`src/rtl/npu_conv_pkg.sv`:
```
// Shared definitions for the 3x3 convolution front end.
//   - default image geometry and pixel width
//   - feeder FSM state encoding
//   - counter width helpers
package npu_conv_pkg;

    localparam int DEF_BIT_DEPTH  = 8;
    localparam int DEF_IMG_WIDTH  = 28;
    localparam int DEF_IMG_HEIGHT = 28;

    localparam int DEF_COL_W = $clog2(DEF_IMG_WIDTH);
    localparam int DEF_ROW_W = $clog2(DEF_IMG_HEIGHT);

    localparam int FRAME_CNT_W = 16;

    typedef enum logic {
        FILL   = 1'b0,
        STREAM = 1'b1
    } feeder_state_t;

    // Counter width for a 0..n-1 range; never narrower than one bit.
    function automatic int cnt_width(input int n);
        return (n > 1) ? $clog2(n) : 1;
    endfunction

endpackage

```
`src/rtl/conv_line_ram.sv`:
```
// One image line of pixel storage, addressed by column.
// Read is combinational from the current address and returns the value
// stored before any write in the same cycle (read-old-write-new).
// Contents are not reset.
//   clk    : clock
//   we     : write enable
//   addr   : column address
//   wdata  : pixel written at addr on the rising edge when we=1
//   rdata  : pixel currently stored at addr
module conv_line_ram
    import npu_conv_pkg::*;
#(
    parameter int DEPTH  = DEF_IMG_WIDTH,
    parameter int WIDTH  = DEF_BIT_DEPTH,
    parameter int ADDR_W = cnt_width(DEPTH)
) (
    input  logic              clk,
    input  logic              we,
    input  logic [ADDR_W-1:0] addr,
    input  logic [WIDTH-1:0]  wdata,
    output logic [WIDTH-1:0]  rdata
);

    logic [WIDTH-1:0] mem_q [DEPTH];

    assign rdata = mem_q[addr];

    always_ff @(posedge clk) begin
        if (we) begin
            mem_q[addr] <= wdata;
        end
    end

endmodule

```
`src/rtl/conv_line_feeder.sv`:
```
// Raster-order pixel front end for the 3x3 convolution window.
// Keeps the two previous rows in line buffers and, from row 2 of each
// frame onward, emits three vertically aligned pixels per accepted pixel.
//
// Optional feature: define CONV_FEEDER_FRAME_CNT_EN to add a 16-bit
// frame_cnt output counting completed frames.
//
// Ports:
//   clk, rst_n  : clock, async active-low reset
//   s_valid     : upstream pixel valid
//   s_ready     : upstream ready (mirrors dn_ready)
//   s_pixel     : upstream pixel
//   dn_ready    : window can take a write this cycle
//   wr_en       : window write strobe (registered)
//   out1..out3  : rows r-2, r-1, r at the accepted column (registered)
//   win_full    : the window holds a complete 3x3 after this write
//   frame_done  : pulse after the last pixel of a frame is accepted
//   frame_cnt   : completed frame count (optional)
//
// state  | meaning
// -------+-------------------------------------------------------
// FILL   | rows 0-1: loading line buffers, no window writes
// STREAM | rows 2..H-1: every accept produces one window write
module conv_line_feeder
    import npu_conv_pkg::*;
#(
    parameter int BIT_DEPTH  = DEF_BIT_DEPTH,
    parameter int IMG_WIDTH  = DEF_IMG_WIDTH,
    parameter int IMG_HEIGHT = DEF_IMG_HEIGHT
) (
    input  logic                 clk,
    input  logic                 rst_n,
    input  logic                 s_valid,
    output logic                 s_ready,
    input  logic [BIT_DEPTH-1:0] s_pixel,
    input  logic                 dn_ready,
    output logic                 wr_en,
    output logic [BIT_DEPTH-1:0] out1,
    output logic [BIT_DEPTH-1:0] out2,
    output logic [BIT_DEPTH-1:0] out3,
    output logic                 win_full,
    output logic                 frame_done
`ifdef CONV_FEEDER_FRAME_CNT_EN
    ,
    output logic [FRAME_CNT_W-1:0] frame_cnt
`endif
);

    localparam int COL_W = cnt_width(IMG_WIDTH);
    localparam int ROW_W = cnt_width(IMG_HEIGHT);

    feeder_state_t state_q, state_d;

    logic [COL_W-1:0]     col_q, col_d;
    logic [ROW_W-1:0]     row_q, row_d;
    logic                 wr_en_q, wr_en_d;
    logic                 win_full_q, win_full_d;
    logic                 frame_done_q, frame_done_d;
    logic [BIT_DEPTH-1:0] out1_q, out1_d;
    logic [BIT_DEPTH-1:0] out2_q, out2_d;
    logic [BIT_DEPTH-1:0] out3_q, out3_d;

    logic                 accept;
    logic                 last_col;
    logic                 last_row;
    logic [BIT_DEPTH-1:0] lb0_rd;
    logic [BIT_DEPTH-1:0] lb1_rd;

    assign s_ready  = dn_ready;
    assign accept   = s_valid && dn_ready;
    assign last_col = (col_q == COL_W'(IMG_WIDTH - 1));
    assign last_row = (row_q == ROW_W'(IMG_HEIGHT - 1));

    // lb0 holds row r-2, lb1 holds row r-1. Each accept shifts the column
    // up by one row: lb1's old entry moves into lb0, the new pixel into lb1.
    conv_line_ram #(
        .DEPTH  (IMG_WIDTH),
        .WIDTH  (BIT_DEPTH),
        .ADDR_W (COL_W)
    ) u_lb0 (
        .clk   (clk),
        .we    (accept),
        .addr  (col_q),
        .wdata (lb1_rd),
        .rdata (lb0_rd)
    );

    conv_line_ram #(
        .DEPTH  (IMG_WIDTH),
        .WIDTH  (BIT_DEPTH),
        .ADDR_W (COL_W)
    ) u_lb1 (
        .clk   (clk),
        .we    (accept),
        .addr  (col_q),
        .wdata (s_pixel),
        .rdata (lb1_rd)
    );

    always_comb begin
        state_d      = state_q;
        col_d        = col_q;
        row_d        = row_q;
        wr_en_d      = 1'b0;
        win_full_d   = win_full_q;
        frame_done_d = 1'b0;
        out1_d       = out1_q;
        out2_d       = out2_q;
        out3_d       = out3_q;

        if (accept) begin
            out1_d = lb0_rd;
            out2_d = lb1_rd;
            out3_d = s_pixel;

            if (last_col) begin
                col_d = '0;
                row_d = last_row ? '0 : row_q + 1'b1;
            end else begin
                col_d = col_q + 1'b1;
            end

            case (state_q)
                FILL: begin
                    win_full_d = 1'b0;
                    if ((row_q == ROW_W'(1)) && last_col) begin
                        state_d = STREAM;
                    end
                end
                STREAM: begin
                    wr_en_d    = 1'b1;
                    win_full_d = (col_q >= COL_W'(2));
                    if (last_row && last_col) begin
                        state_d      = FILL;
                        frame_done_d = 1'b1;
                    end
                end
                default: begin
                    state_d = FILL;
                end
            endcase
        end
    end

    always_ff @(posedge clk or negedge rst_n) begin
        if (!rst_n) begin
            state_q      <= FILL;
            col_q        <= '0;
            row_q        <= '0;
            wr_en_q      <= 1'b0;
            win_full_q   <= 1'b0;
            frame_done_q <= 1'b0;
            out1_q       <= '0;
            out2_q       <= '0;
            out3_q       <= '0;
        end else begin
            state_q      <= state_d;
            col_q        <= col_d;
            row_q        <= row_d;
            wr_en_q      <= wr_en_d;
            win_full_q   <= win_full_d;
            frame_done_q <= frame_done_d;
            out1_q       <= out1_d;
            out2_q       <= out2_d;
            out3_q       <= out3_d;
        end
    end

    assign wr_en      = wr_en_q;
    assign win_full   = win_full_q;
    assign frame_done = frame_done_q;
    assign out1       = out1_q;
    assign out2       = out2_q;
    assign out3       = out3_q;

`ifdef CONV_FEEDER_FRAME_CNT_EN
    logic [FRAME_CNT_W-1:0] frame_cnt_q, frame_cnt_d;

    // Counts in step with frame_done so both are visible on the same cycle.
    always_comb begin
        frame_cnt_d = frame_cnt_q;
        if (frame_done_d) begin
            frame_cnt_d = frame_cnt_q + 1'b1;
        end
    end

    always_ff @(posedge clk or negedge rst_n) begin
        if (!rst_n) begin
            frame_cnt_q <= '0;
        end else begin
            frame_cnt_q <= frame_cnt_d;
        end
    end

    assign frame_cnt = frame_cnt_q;
`endif

endmodule

```
`config.mk`:
```
export PLATFORM = sky130hd
export DESIGN_NAME = conv_line_feeder
export DESIGN_NICKNAME = d
export VERILOG_FILES = /design/src/rtl/npu_conv_pkg.sv /design/src/rtl/conv_line_ram.sv /design/src/rtl/conv_line_feeder.sv
export SDC_FILE = /design/constraint.sdc
export NUM_CORES = 1
export LEC_CHECK = 0
export CAP_MARGIN = 20
export CORE_ASPECT_RATIO = 0.8
export CORE_MARGIN = 1
export CORE_UTILIZATION = 50
export CTS_CLUSTER_DIAMETER = 100
export DETAILED_ROUTE_END_ITERATION = 8
export PLACE_DENSITY = 0.72
export SLEW_MARGIN = 5
export SYNTH_ARGS = -nofsm -noshare
export SYNTH_HDL_FRONTEND = slang
export SYNTH_SLANG_ARGS = --single-unit
```
`constraint.sdc`:
```
create_clock -name clk -period 3.5 [get_ports clk]
set_clock_uncertainty 0.15 [all_clocks]
set_input_delay 0.7 -clock clk [delete_from_list [all_inputs] [get_ports clk]]
set_output_delay 0.7 -clock clk [all_outputs]
set_load 0.005 [all_outputs]
```
==> out/metrics.cfg, run 1 <==
[floorplanning]
core_area_um2=37200
io_pins=40
placementRows=63
die-area_um2=38700
die_w_um=220
dieHeight_um=176
initial_utilization_pct=51.0

[logic_synthesis]
ys.flop_type=edfxtp_1
synth_area_leaders=edfxtp_1, mux4_2, dfrtp_1, mux2i_1, nand2_1
syn_inst=1002
synth_top_area_share_pct=70.9
synthDistinctLibCells=54
synth_commonest_cells=edfxtp_1, mux2i_1, mux4_2, nand2_1, nor2_1
synth_fp_nets=1020
ys_warn_count=0
async_reset_ff_share_pct=7.82
synthesis.area_um2=19000
ys_ff_latch=486
synth_edf_count=448
synth.most_common_cell=edfxtp_1
yosysSeqAreaShare_pct=75.9
yosysTopAreaCell=edfxtp_1
synth_area_per_cell_um2=18.9

[cts]
cts_tree=yes
clockBufferDepth=3
cts.sinks=486
clk_pin_slew_ns=0.06
cts_setup_buffers=0
h-tree-depth=2
root_buffer=clkbuf_16
numCtsBuffers=44
clkLatencyLatePin_ns=0.56

[cells_and_area]
fin_area_um2=21800
final_util_pct=58.5
layout-drive-gt1-share_pct=21.4
areaGrowthSynthToFinish_pct=14.7
nets=1143
antennaDiodeCount=0

[detailed_routing]
antenna_left=0
vias=10100
wl_per_cell_um=26.4
first_pass_iters=7
drt-total-wl_um=43400
drt_iter0_drc=1265
drcViolationCount=12
via_per_inst=6.13

[placed_design]
place_congestion=0.856
io_buffers=39
dpl.hpwl_um=27800
placed_area_um2=20400
dp_slack_ns=0.419

[grt]
grt_pass1_wl_um=65000
overflow=0
grt_pass1_vias=10100
grt_max_degree=41
grt_usage_pct=23.3
antenna_found_initial=1

[sta]
hold_viol=0
fin_setup_tns_ns=0
worst_hold_slack_ns=0.324
max_slew_margin_pct=40.2
fin_crit_sh_pct=86.6
setup_ws_ns=0.470
timing.fmax_ghz=0.330
min_period_ns=3.03
rsz0062_at_grt=no
tightest_slew_ns=0.897
drv_slew=0
setup_violations=0

[setup_path]
cp.arrival_ns=3.22
required_ns=3.69
worstSetupPathType=register to register
path_max_fanout=28
ff2ff_setup_slack_ns=0.47
worst_setup_path_end_kind=register
startpoint_type=register

[hold_path]
hold_path.class=register to register

[power_and_ir_drop]
ir_drop_mv=0.616
powerDensity_nw_per_um2=824
p_leak_nw=7.42

[run_status]
violations=design-rule violations
status=finished, violations left

[flow_run]
cap_violations=0

==> registers in the layout, summed over array words and instances, names as in the netlist, 5 cells and up <==
name         flops
row_q            5
col_q            5
u_lb1.mem_q    224
u_lb0.mem_q    224
out3             8
out2             8
out1             8
==> report_power, final <==
part,internal [mW],switching (mW)
combinational,2.11,3.16
clock,2.55,2.01
sequential,7.68,0.413
==> stage by stage <==
stage                     total power, mW  cells
after global routing                 18.6   1645
after detailed placement             13.5   1564
final                                17.9   1645
after floorplan                      11.3   1002
after CTS                            18.0   1643
after global placement               13.3   1564
==> critical path, cell delays in order, from the launching register on <==
cell	delay, ns
dfrtp_1	0.92
buf_4	0.31
and3b_1	0.61
a211oi_1	0.32
nand3_1	0.17
buf_4	0.31
==> routing by layer <==
metal / routed length, um / share of wire (%) / GRT usage [%] / vias up
met3: 3900 / 9.0 / 4.55 / 66
met2: 20300 / 47 / 35.7 / 499
met5: 29 / 0.067 / 0.897 / -
met4: 1020 / 2.4 / 6.41 / 2
met1: 18200 / 42 / 34.5 / 5233
li1: - / - / - / 4291
==> cell usage in the layout, fill, tap and decap left out, types with 33 or more instances in the layout <==
cell             count
clkdlybuf4s50_1     38
edfxtp_1           448
clkbuf_16           45
o22ai_1             33
buf_4               81
nand2_1             60
mux2i_1             92
dfrtp_1             36
nor2_1              48
mux4_2              65
==> final timing paths <==
check                      startpoint                  to  cells after the start
setup / recovery             col_q[2]  u_lb0.mem_q[27][2]                      5
hold / removal                out3[2]             out3[2]                      2
setup reg to reg             col_q[2]  u_lb0.mem_q[27][2]                      5
hold reg to reg               out3[2]             out3[2]                      2
max in group asynchronous       rst_n            col_q[1]                      3
min in group asynchronous       rst_n             state_q                      2
==> kinds of logic after synthesis <==
| logic type | Yosys count | share of synthesized area [%] |
|---|---|---|
| buf+inv | 57 | 2.04 |
| simple gates | 181 | 4.70 |
| flops | 486 | 75.9 |
| mux | 164 | 13.0 |
| compound gates | 106 | 3.88 |
| fa+ha+maj | 6 | 0.396 |
| xor+xnor | 2 | 0.0923 |
==> cell type report <==
cell class                 count  area, um2
inverter                       5       18.8
fill                        2749      15400
clock inverter                19        113
sequential                   486      14400
timing repair buffer         129       1160
multi-input combinational    459       4210
tap                          487        609
clock buffer                  60       1240
==> timing repair <==
item | in CTS | in global routing
endpoints found under the hold margin | 0 | 8
resized for setup | 0 | 0
endpoints found under the setup margin | 0 | 0
hold buffers | 0 | 1
(Power assumes the default switching activity.)
==> run 2: changes to the inputs <==
--- a/config.mk
+++ b/config.mk
@@ -5,6 +5,7 @@
 export SDC_FILE = /design/constraint.sdc
 export NUM_CORES = 1
 export LEC_CHECK = 0
+export ABC_CLOCK_PERIOD_IN_PS = 3500
 export CAP_MARGIN = 20
 export CORE_ASPECT_RATIO = 0.8
 export CORE_MARGIN = 1
==> results of run 2 <==
No change in the layout: final DEF, timing and power equal those of run 1.
